File: src/rtl/lbm_step_sequencer.sv
// lbm_step_sequencer: phase/timestep scheduler sweeping lattice cells through MACRO, COLLIDE, STREAM with pipeline drains
//   CLOCK_50      in   clock, rising edge
//   RESET         in   synchronous active-low reset
//   start         in   begin a run (sampled only in IDLE)
//   cell_ready    in   datapath accepts current address
//   cell_valid    out  cell_addr/phase valid
//   cell_addr     out  lattice cell index
//   phase         out  0 MACRO, 1 COLLIDE, 2 STREAM, 3 idle/done
//   phase_first   out  first beat (addr 0) of a sweep
//   step_count    out  current timestep
//   busy          out  any state but IDLE
//   done          out  one-cycle end-of-run pulse
//   cell_boundary out  cell on grid edge; decoded only when LBM_SEQ_BOUNDARY_EN is defined, else 0
module lbm_step_sequencer #(
    parameter int GRID_DIM         = 256,
    parameter int GRID_X           = 16,
    parameter int MAX_TIME         = 100,
    parameter int TIME_COUNT_WIDTH = $clog2(MAX_TIME),
    parameter int ADDRESS_WIDTH    = $clog2(GRID_DIM),
    parameter int PIPE_DEPTH       = 4
) (
    input  logic                        CLOCK_50,
    input  logic                        RESET,
    input  logic                        start,
    input  logic                        cell_ready,
    output logic                        cell_valid,
    output logic [ADDRESS_WIDTH-1:0]    cell_addr,
    output logic [1:0]                  phase,
    output logic                        phase_first,
    output logic [TIME_COUNT_WIDTH-1:0] step_count,
    output logic                        busy,
    output logic                        done,
    output logic                        cell_boundary
);
    localparam logic [1:0] S_IDLE  = 2'd0;
    localparam logic [1:0] S_SWEEP = 2'd1;
    localparam logic [1:0] S_DRAIN = 2'd2;
    localparam logic [1:0] S_DONE  = 2'd3;
    localparam int DRAIN_WIDTH = $clog2(PIPE_DEPTH + 1);
    localparam logic [ADDRESS_WIDTH-1:0]    LAST_ADDR  = ADDRESS_WIDTH'(GRID_DIM - 1);
    localparam logic [TIME_COUNT_WIDTH-1:0] LAST_STEP  = TIME_COUNT_WIDTH'(MAX_TIME - 1);
    localparam logic [DRAIN_WIDTH-1:0]      DRAIN_LOAD = DRAIN_WIDTH'(PIPE_DEPTH);

    if ((GRID_DIM % GRID_X) != 0 || PIPE_DEPTH < 1) begin : g_param_error
        $error("lbm_step_sequencer: GRID_DIM must be a multiple of GRID_X and PIPE_DEPTH >= 1");
    end

    logic [1:0]                  r_state;
    logic [ADDRESS_WIDTH-1:0]    r_addr;
    logic [1:0]                  r_phase;
    logic [TIME_COUNT_WIDTH-1:0] r_step;
    logic [DRAIN_WIDTH-1:0]      r_drain;
    logic                        w_accept;
    logic                        w_last;

    assign w_accept = (r_state == S_SWEEP) && cell_ready;
    assign w_last   = w_accept && (r_addr == LAST_ADDR);

    always_ff @(posedge CLOCK_50) begin
        if (!RESET) begin
            r_state <= S_IDLE;
            r_addr  <= '0;
            r_phase <= '0;
            r_step  <= '0;
            r_drain <= '0;
        end else begin
            case (r_state)
                S_IDLE: begin
                    if (start) begin
                        r_state <= S_SWEEP;
                        r_addr  <= '0;
                        r_phase <= '0;
                        r_step  <= '0;
                    end
                end
                S_SWEEP: begin
                    if (w_last) begin
                        r_state <= S_DRAIN;
                        r_addr  <= '0;
                        r_drain <= DRAIN_LOAD;
                    end else if (w_accept) begin
                        r_addr <= r_addr + ADDRESS_WIDTH'(1);
                    end
                end
                S_DRAIN: begin
                    // the transition fires on the last drain cycle, so the drain lasts exactly PIPE_DEPTH cycles
                    if (r_drain == DRAIN_WIDTH'(1)) begin
                        if (r_phase != 2'd2) begin
                            r_state <= S_SWEEP;
                            r_phase <= r_phase + 2'd1;
                        end else if (r_step != LAST_STEP) begin
                            r_state <= S_SWEEP;
                            r_phase <= '0;
                            r_step  <= r_step + TIME_COUNT_WIDTH'(1);
                        end else begin
                            r_state <= S_DONE;
                        end
                    end else begin
                        r_drain <= r_drain - DRAIN_WIDTH'(1);
                    end
                end
                default: begin
                    r_state <= S_IDLE;
                    r_phase <= '0;
                    r_step  <= '0;
                end
            endcase
        end
    end

    assign cell_valid  = (r_state == S_SWEEP);
    assign busy        = (r_state != S_IDLE);
    assign done        = (r_state == S_DONE);
    assign phase       = (r_state == S_SWEEP || r_state == S_DRAIN) ? r_phase : 2'd3;
    assign phase_first = cell_valid && (r_addr == '0);
    assign cell_addr   = r_addr;
    assign step_count  = r_step;

`ifdef LBM_SEQ_BOUNDARY_EN
    localparam int ROWS  = GRID_DIM / GRID_X;
    localparam int COL_W = (GRID_X > 1) ? $clog2(GRID_X) : 1;
    localparam int ROW_W = (ROWS > 1) ? $clog2(ROWS) : 1;

    logic [COL_W-1:0] r_col;
    logic [ROW_W-1:0] r_row;

    // row/col shadow cell_addr so the edge test needs no divider
    always_ff @(posedge CLOCK_50) begin
        if (!RESET || w_last) begin
            r_col <= '0;
            r_row <= '0;
        end else if (w_accept) begin
            if (r_col == COL_W'(GRID_X - 1)) begin
                r_col <= '0;
                r_row <= r_row + ROW_W'(1);
            end else begin
                r_col <= r_col + COL_W'(1);
            end
        end
    end

    assign cell_boundary = cell_valid && (r_row == '0 || r_row == ROW_W'(ROWS - 1) ||
                                          r_col == '0 || r_col == COL_W'(GRID_X - 1));
`else
    assign cell_boundary = 1'b0;
`endif
endmodule
File: config.mk
export PLATFORM = sky130hd
export DESIGN_NAME = lbm_step_sequencer
export DESIGN_NICKNAME = d
export VERILOG_FILES = /design/src/rtl/lbm_step_sequencer.sv
export SDC_FILE = /design/constraint.sdc
export NUM_CORES = 1
export LEC_CHECK = 0
export CAP_MARGIN = 20
export CORE_AREA = 2 2 69 71
export CTS_CLUSTER_SIZE = 30
export DETAILED_ROUTE_END_ITERATION = 12
export DIE_AREA = 0 0 71 73
export PLACE_DENSITY = 0.54
export RECOVER_POWER = 50
export SLEW_MARGIN = 0
export SYNTH_ARGS = -nofsm -noshare
export SYNTH_HDL_FRONTEND = slang
export SYNTH_SLANG_ARGS = --single-unit
File: constraint.sdc
create_clock -name CLOCK_50 -period 4.7 [get_ports CLOCK_50]
set_input_delay 1.41 -clock CLOCK_50 [delete_from_list [all_inputs] [get_ports CLOCK_50]]
set_output_delay 1.41 -clock CLOCK_50 [all_outputs]
set_load 0.1 [all_outputs]
==> impl_metrics.tcl <==
set metrics [dict create \
    outcome "complete, no violations" \
    diodes 0 \
    drc 0 \
    clk_latency_ps 260 \
    core_area_um2 4536 \
    async_flop_share 0 \
    worstPathArrival_ps 2290 \
    final.min_clock_period_ps 3703 \
    stdcell_count 247 \
    cell_internal_pwr_mw 0.4230 \
    place_inst 243 \
    skew_ps 2.399 \
    p_sw_mw 0.4960 \
    dieHeight_um 73 \
    grt_pass1_vias 1166 \
    fp.dieArea_um2 5183 \
    antenna_found_initial 0 \
    grt_max_degree 29 \
    layout.nets 208 \
    fp-row-count 25 \
    synth.area.top_cells "dfxtp_1, ha_1, o21ai_0" \
    wirelength_um 3043 \
    place_ws_ps 1289 \
    yosys.area.top_type "dfxtp_1" \
    worst_pin_slew_ps 1006 \
    critPathKind "register to primary output" \
    syn_inst 170 \
    hold_path_class "register to register" \
    antenna_left 0 \
    io_pins 26 \
    numCtsBuffers 3 \
    ys_seq_area_frac 0.3256 \
    root_buffer "clkbuf_8" \
    power_mw 0.9190 \
    rsz0062_at_grt "no" \
    syn_nets 184 \
    ir_drop_mv 0.3927 \
    powerDensity_nw_per_um2 551.0 \
    setup_viol 0 \
    synth_seq_cells 22 \
    place_congestion 0.6654 \
    htree_levels 1 \
    post-cts-setup-buffer-count 0 \
    cap_violations 0 \
    portBuffers 24 \
    finalWorstSetupSlack_ps 997.1 \
    synth_area_per_cell_um2 7.956 \
    grtUsageTotal 0.1262 \
    drive_gt1_frac 0.06218 \
    clkSinkCount 22 \
    routedWlPerCell_um 12.32 \
    dpl.hpwl_um 2151 \
    grt_pass1_wl_um 5285 \
    p_comb_frac 0.610 \
    vias 1271 \
    clock_path_buffers 2 \
    seqPwrFrac 0.240 \
    synth_edf_count 0 \
    cts_tree "done" \
    cts_resized 0 \
    maxSlewViolCount 0 \
    synth_area_um2 1353 \
    ys_types 44 \
    slew_headroom 0.3235 \
    hold_viol_final 0 \
    ff2ff_setup_slack_ps 2280 \
    firstDrtPassIters 4 \
    syn_to_final_growth_pct 23.31 \
    clockPowerShare 0.150 \
    drt_iter0_drc 62 \
    switching_share 0.5397 \
    netlist.area_leader.share 0.3256 \
    overflow 0 \
    clkTransAtPathRegs_ps 80 \
    cts_hold_buf 0 \
    crit_fanout 5 \
    cp.required_ps 3290 \
    worstSetupStartpointType "register" \
    start_util 0.2982 \
    yosys_most_used_dff "dfxtp_1" \
    yosys_warnings 0 \
    via_per_inst 5.146 \
    p_leak_nw 0.6012 \
    die_w_um 71 \
    fin_setup_tns_ps 0 \
    clock.fmax_mhz 270.1 \
    worstSetupEndpointType "primary output" \
    fin_crit_sh 0.7879 \
    final_util 0.3677 \
]
[cell families after synthesis]
| family | after synthesis | share of synthesized area |
|---|---|---|
| AND/OR/NAND/NOR | 79 | 0.3229 |
| other | 1 | 0.002773 |
| flip-flops | 22 | 0.3256 |
| adder cells (fa/ha/maj) | 10 | 0.09251 |
| buffers and inverters | 15 | 0.04441 |
| AO/OA/AOI/OAI | 43 | 0.2119 |
[power groups by stage]
stage	combinational, mW	clock, mW	sequential [mW]
floorplan	0.454	0	0.232
global placement	0.577	0	0.224
detailed placement	0.579	0	0.224
CTS	0.581	0.144	0.221
global route	0.608	0.153	0.225
finish	0.560	0.138	0.221
[synth_stat cells, types with 2 or more instances]
| master | instances |
|---|---|
| nor2b_1 | 6 |
| o21ai_0 | 16 |
| a31oi_1 | 2 |
| a21boi_0 | 5 |
| or3_1 | 5 |
| a21oi_1 | 7 |
| nand2_1 | 21 |
| ha_1 | 10 |
| nand2b_1 | 5 |
| inv_1 | 9 |
| dfxtp_1 | 22 |
| nor2_1 | 4 |
| or2_2 | 2 |
| nand3b_1 | 2 |
| nor3_1 | 3 |
| and2_1 | 3 |
| nand3_1 | 15 |
| and3_1 | 3 |
| clkbuf_1 | 5 |
[final timing paths]
check	start	to	cells past startpoint
worst max-delay path	r_state[0]	phase[0]	4
worst min-delay path	r_drain[0]	r_drain[0]	2
worst max register to register	cell_addr[0]	r_state[1]	6
worst min register to register	r_drain[0]	r_drain[0]	2
[metal layers]
layer	vias up	GRT usage	part of all wire
met2	27	0.2139	0.47
met5	-	0	0
li1	647	-	-
met1	592	0.1578	0.48
met4	0	0.03774	0.011
met3	5	0.03315	0.038
[cell type report]
cell class / count / area, um^2
clock buffer: 4 / 55.05
fill: 484 / 2868
inverter: 9 / 33.78
multi-input combinational: 133 / 828.3
sequential: 22 / 440.4
tap: 54 / 67.56
timing repair buffer: 25 / 242.7
[critical path, cell delays in order (launching register included)]
cell,delay [ps]
dfxtp_1,410
inv_1,80
ha_1,330
nand2b_1,80
clkdlybuf4s50_1,1130
[through the flow]
stage / area, um^2 / hold slack, ps
6_report: 1668 / 509.1
2_1_floorplan: 1353 / 463.8
5_1_grt: 1668 / 555.9
4_1_cts: 1692 / 512.3
3_5_place_dp: 1637 / 499.9
3_3_place_gp: 1637 / 487.5
[flip-flops by register name, indices dropped and copies added, names as in the netlist]
register    flops
cell_addr       8
step_count      7
r_drain         3
r_phase         2
r_state         2
[cells in the final DEF, fill, tap and decap left out, types with 2 or more instances in the layout]
| cell | Yosys | final |
|---|---|---|
| dlygate4sd3_1 | 0 | 2 |
| or3_1 | 5 | 5 |
| and2_1 | 3 | 2 |
| ha_1 | 10 | 10 |
| or2_2 | 2 | 2 |
| clkdlybuf4s50_1 | 0 | 20 |
| nor2_1 | 4 | 4 |
| inv_1 | 9 | 9 |
| nand2_1 | 21 | 21 |
| o21ai_0 | 16 | 17 |
| buf_4 | 1 | 3 |
| dfxtp_1 | 22 | 22 |
| nand3_1 | 15 | 15 |
| and3_1 | 3 | 3 |
| nand2b_1 | 5 | 5 |
| a31oi_1 | 2 | 3 |
| nor2b_1 | 6 | 6 |
| nor3_1 | 3 | 3 |
| nand3b_1 | 2 | 2 |
| a21oi_1 | 7 | 7 |
| clkbuf_8 | 0 | 4 |
| a21boi_0 | 5 | 7 |
Note: power is estimated with default switching activity, not from simulation.
==> variant 1 (same settings) <==
Add a define of `LBM_SEQ_BOUNDARY_EN`.
--- a/src/rtl/lbm_step_sequencer.sv
+++ b/src/rtl/lbm_step_sequencer.sv
@@ -12,4 +12,6 @@
 //   done          out  one-cycle end-of-run pulse
 //   cell_boundary out  cell on grid edge; decoded only when LBM_SEQ_BOUNDARY_EN is defined, else 0
+`define LBM_SEQ_BOUNDARY_EN
+
 module lbm_step_sequencer #(
     parameter int GRID_DIM         = 256,
Function: changed (Yosys sat finds a counterexample within 4 cycles, from zero or initial values and one cycle with RESET low).
==> variant 1 against the original RTL <==
- sequential power grew 36%
- total power is 36% higher
- via count rose by 28%
- count of clock-buffer cells in the layout increased by 2
- area after synthesis increased by 33%
- wire length increased by 34%
- setup slack better by 0.015 ns
- first-iteration DRC count up 45%
- critical path depth stayed put
- global-route usage rose by 4.1 points
- sequential cell count increased by 8
- design area is 33% higher
- cell count rose by 22%
- largest cell class unchanged
==> variant 1: results (changes against the original RTL) <==
- Leak: 0.0008152 uW (was 0.0006012 uW)
- Total CTS buffers: 5 (was 3)
- WP data arrival: 2.28 ns
- Synth async-reset ratio: 0% (unchanged)
- CTS max path bufs: 2 (unchanged)
- Final nets: 264 (was 208)
- Crit path to: phase[0] (unchanged)
- Vias in the first global route: 1489 (was 1166)
- Seq/Total Area, Yosys: 33.47% (was 32.56%)
- Slowest CP cell: clkdlybuf4s50_1 (unchanged)
- First-pass GRT wire length: 6851 um (was 5285 um)
- Iter 0 DRT Violations: 90 (was 62)
- Syn. warnings: 0 (unchanged)
- Fill cells: 435 (was 484)
- Worst R2R End: step_count[6] (was r_state[1])
- Ant diodes: 0 (unchanged)
- R2R setup slack: 1.99 ns (was 2.28 ns)
- Slew HR: 14.48% (was 32.35%)
- Final wirelength: 4092 um (was 3043 um)
- Largest net degree at the start of global routing: 17 (was 29)
- Final Skew: 0.005646 ns (was 0.002399 ns)
- Vias per Instance: 5.409 (was 5.146)
- Top_reg_cell synth: dfxtp_1 (unchanged)
- H-tree levels: 2 (was 1)
- Placed inst area: 0.002097 mm2 (was 0.001637 mm2)
- Reg2reg path depth: 7 (was 6)
- Port Buffers: 25 (was 24)
- Outcome: complete, no violations (unchanged)
- Hpwl dp: 2814 um (was 2151 um)
- Yosys cell types: 50 (was 44)
- Most frequent cells after synthesis: dfxtp_1 (30), nand2_1 (22), nor2_1 (20), a21oi_1 (16), ha_1 (14) (was dfxtp_1 (22), nand2_1 (21), o21ai_0 (16), nand3_1 (15), ha_1 (10))
- Worst skew pair latency: 0.28 ns (was 0.26 ns)
- Slowest cell delay on critical path: 1.13 ns (about the same)
- Number of flip-flops in the largest register: 8 (unchanged)
- Post-cts resize count: 0 (unchanged)
- Drt pass-1 iters: 4 (unchanged)
- Synthesized Nets: 236 (was 184)
- Ranking of synthesized cells by area: dfxtp_1 (33%), ha_1 (9.8%), nand2_1 (4.6%) (was dfxtp_1 (33%), ha_1 (9.3%), o21ai_0 (5.9%))
- VDD IR max: 0.0006381 V (was 0.0003927 V)
- Delay-heaviest family, CP: buffers and inverters (unchanged)
- Hold/Removal Path Class: register to register (unchanged)
- Setup bufs post-CTS: 0 (unchanged)
- Crit path launch: r_state[0] (unchanged)
- Clock root buffer: clkbuf_8 (unchanged)
- Post-CTS Hold Buffers: 0 (unchanged)
- Worst-path clk slew: about 0.070 ns
- Tot GR Track Use: 16.76% (was 12.62%)
- Antenna violations before repair: 0 (unchanged)
- CP max FO: 5 (unchanged)
- GPL Wtd Cong: 0.7383 (was 0.6654)
- Share of layout cells above drive strength 1: 9.717% (was 6.218%)
[variant 1: layout make-up]
type                       count  area, um2  area share, %
multi-input combinational    168       1109          49.80
sequential                    30      600.6          26.98
timing repair buffer          28      257.7          11.58
clock buffer                   6      82.58          3.710
tap                           54      67.56          3.035
clock inverter                 2      60.06          2.698
inverter                      13      48.80          2.192
[variant 1: through the flow]
stage,power [uW],util (%),cells,TNS (ns),worst slack (ns)
floorplan,809.3,-,218,-0.1273,-0.1273
global placement,935.4,46.23,293,0,1.330
detailed placement,932.3,46.23,293,0,1.320
CTS,1269,49.38,301,0,0.9956
global route,1313,49.08,301,0,0.9128
finish,1247,49.08,301,0,1.012
[variant 1: worst register-to-register path: cells and delay by family, from the launching register on]
kind	cells	cell delay, ns
buf+inv	2	0.37
fa+ha+maj	1	0.26
mux	1	0.17
simple gates	3	1.43
flops	1	0.40
[variant 1: power by group]
group	internal, uW	total (uW)	switching (uW)
Clock	226	331	105
Sequential	276	301	24.4
Combinational	161	615	454
Total	663	1250	584
[variant 1: worst min path at each step]
stage | start | endpoint | slack (ns) | cells after the start
floorplan | r_col[1] | r_col[1] | 0.47 | 2
global placement | r_col[1] | r_col[1] | 0.49 | 2
detailed placement | step_count[6] | step_count[6] | 0.48 | 1
CTS | step_count[6] | step_count[6] | 0.49 | 1
global route | step_count[6] | step_count[6] | 0.52 | 1
finish | step_count[6] | step_count[6] | 0.49 | 1
[variant 1: cells by family (layout without fill, tap and decap cells)]
kind of cell | after synthesis | count (layout) | synth area share [%]
AOI/OAI and AO/OA | 45 | 45 | 16.60
buffers and inverters | 20 | 49 | 4.741
DFF | 30 | 30 | 33.47
xor gates and xnor gates | 10 | 10 | 4.882
adders and majority gates | 14 | 14 | 9.763
and+or+nand+nor | 96 | 96 | 28.87
muxes | 3 | 3 | 1.674
[variant 1: per-layer routing]
metal,global-route usage [%],wire length [um]
met5,0,0
met4,8.176,57
met3,3.591,121
met2,26.58,1840
met1,21.69,2073
==> variant 2 (config.mk and constraints unchanged) <==
Made on the original files. Register the output `step_count` once more, without a reset; this adds one clock of latency there. The other outputs are not delayed to match.
--- a/src/rtl/lbm_step_sequencer.sv
+++ b/src/rtl/lbm_step_sequencer.sv
@@ -115,5 +115,7 @@
     assign phase_first = cell_valid && (r_addr == '0);
     assign cell_addr   = r_addr;
-    assign step_count  = r_step;
+    always_ff @(posedge CLOCK_50) begin
+        step_count <= r_step;
+    end
 
 `ifdef LBM_SEQ_BOUNDARY_EN
Behaviour: same outputs for any inputs over 10 cycles, from zero or initial values and one cycle with RESET low; that may be too few to reach the edited logic, so the function may still have changed.
==> variant 2 against the original RTL <==
- worst hold slack got worse by 0.12 ns
- synthesized cell count decreased by 4.7%
- design area increased by 13%
- setup slack got worse by 0.0074 ns
- total power increased by 5.3%
- area after synthesis increased by 15%
- register-to-register slack got worse by 0.09 ns
- sequential cell count increased by 7
- wire length increased by 9.3%
- critical endpoint is now phase[1]
==> variant 2: results (changes against the original RTL) <==
- Worst slew pin tran: 0.9732 ns (was 1.006 ns)
- Setup WS pre-CTS: 1.286 ns (was 1.289 ns)
- Share of layout cells above drive strength 1: 10.05% (was 6.218%)
- Worst hold slack: 0.3915 ns (was 0.5091 ns)
- WL per Instance: 13.69 um (was 12.32 um)
- Fill cells: 447 (was 484)
- Via count: 1283 (was 1271)
- Most frequent cells after synthesis: dfxtp_1 (29), a31oi_1 (12), nor2_1 (11), ha_1 (10), nand2_1 (10) (was dfxtp_1 (22), nand2_1 (21), o21ai_0 (16), nand3_1 (15), ha_1 (10))
- Seq/Total Area, Yosys: 37.27% (was 32.56%)
- Cells after Synth: 162 (was 170)
- Worst-path clk slew: 0.06 ns (was 0.08 ns)
- R2R setup slack: 2.19 ns (was 2.28 ns)
- Synthesized Nets: 176 (was 184)
- GPL Wtd Cong: 0.7832 (was 0.6654)
- Placed inst area: 0.001846 mm2 (was 0.001637 mm2)
- VDD IR max: 0.0001968 V (was 0.0003927 V)
- Port Buffers: 24 (unchanged)
- Max Clk Rate: 269.5 MHz (was 270.1 MHz)
- Iter 0 DRT Violations: 60 (was 62)
- Ranking of synthesized cells by area: dfxtp_1 (37%), ha_1 (8.0%), a31oi_1 (4.8%) (was dfxtp_1 (33%), ha_1 (9.3%), o21ai_0 (5.9%))
- Yosys cell types: 47 (was 44)
- Final wirelength: 3327 um (was 3043 um)
- Final nets: 202 (was 208)
- H-tree levels: 2 (was 1)
- Post-route cell area: 0.001879 mm2 (was 0.001668 mm2)
- Vias in the first global route: 1201 (was 1166)
- First-pass GRT wire length: 5547 um (was 5285 um)
- Dpl cells: 235 (was 243)
- Hpwl dp: 2437 um (was 2151 um)
- Total CTS buffers: 5 (was 3)
- Leak: 0.0006944 uW (was 0.0006012 uW)
- Tot GR Track Use: 13.44% (was 12.62%)
- Largest net degree at the start of global routing: 22 (was 29)
- Outcome: complete, no violations (unchanged)
variant 2: metal layers:
layer	up-vias	track usage (%)	routed length, um
met4	0	5.660	47
li1	641	-	-
met5	-	0	0
met2	17	23.68	1705
met1	619	15.57	1485
met3	6	3.315	88
variant 2: final timing paths:
check	from	endpoint	depth (start not counted)
setup / recovery	r_state[0]	phase[1]	4
hold / removal	r_step[6]	step_count[6]	0
setup reg to reg	r_state[1]	cell_addr[5]	6
hold reg to reg	r_step[6]	step_count[6]	0
variant 2: cell families (layout without fill, tap and decap cells):
family	count (synthesis)	count (layout)	share of synthesized area [%]
AO/OA/AOI/OAI	35	35	16.14
buffers and inverters	15	42	4.578
multiplexers	3	3	2.731
adder cells (fa/ha/maj)	10	10	8.032
AND/OR/NAND/NOR	63	63	27.63
other	1	1	0.2407
XOR/XNOR	6	6	3.373
flip-flops	29	29	37.27
variant 2: cell type report:
type / count / area share, %
multi-input cells: 118 / 46.40
flip-flops and latches: 29 / 30.89
repair buffers: 25 / 12.92
clock buffers: 6 / 3.862
well taps: 54 / 3.595
inverters: 9 / 1.798
clock inverters: 2 / 0.5326
variant 2: where the power goes:
| part | leakage [uW] | total (uW) | switching, uW | internal [uW] |
|---|---|---|---|---|
| clock network | 0.0000450 | 194 | 92.0 | 102 |
| logic | 0.000415 | 490 | 365 | 125 |
| registers | 0.000234 | 283 | 18.7 | 264 |
variant 2: critical path, stage by stage (launching register included):
cell and delay [ns]:
dfxtp_1 0.40, inv_1 0.10, ha_1 0.33, nand2b_1 0.08, clkdlybuf4s50_1 1.12
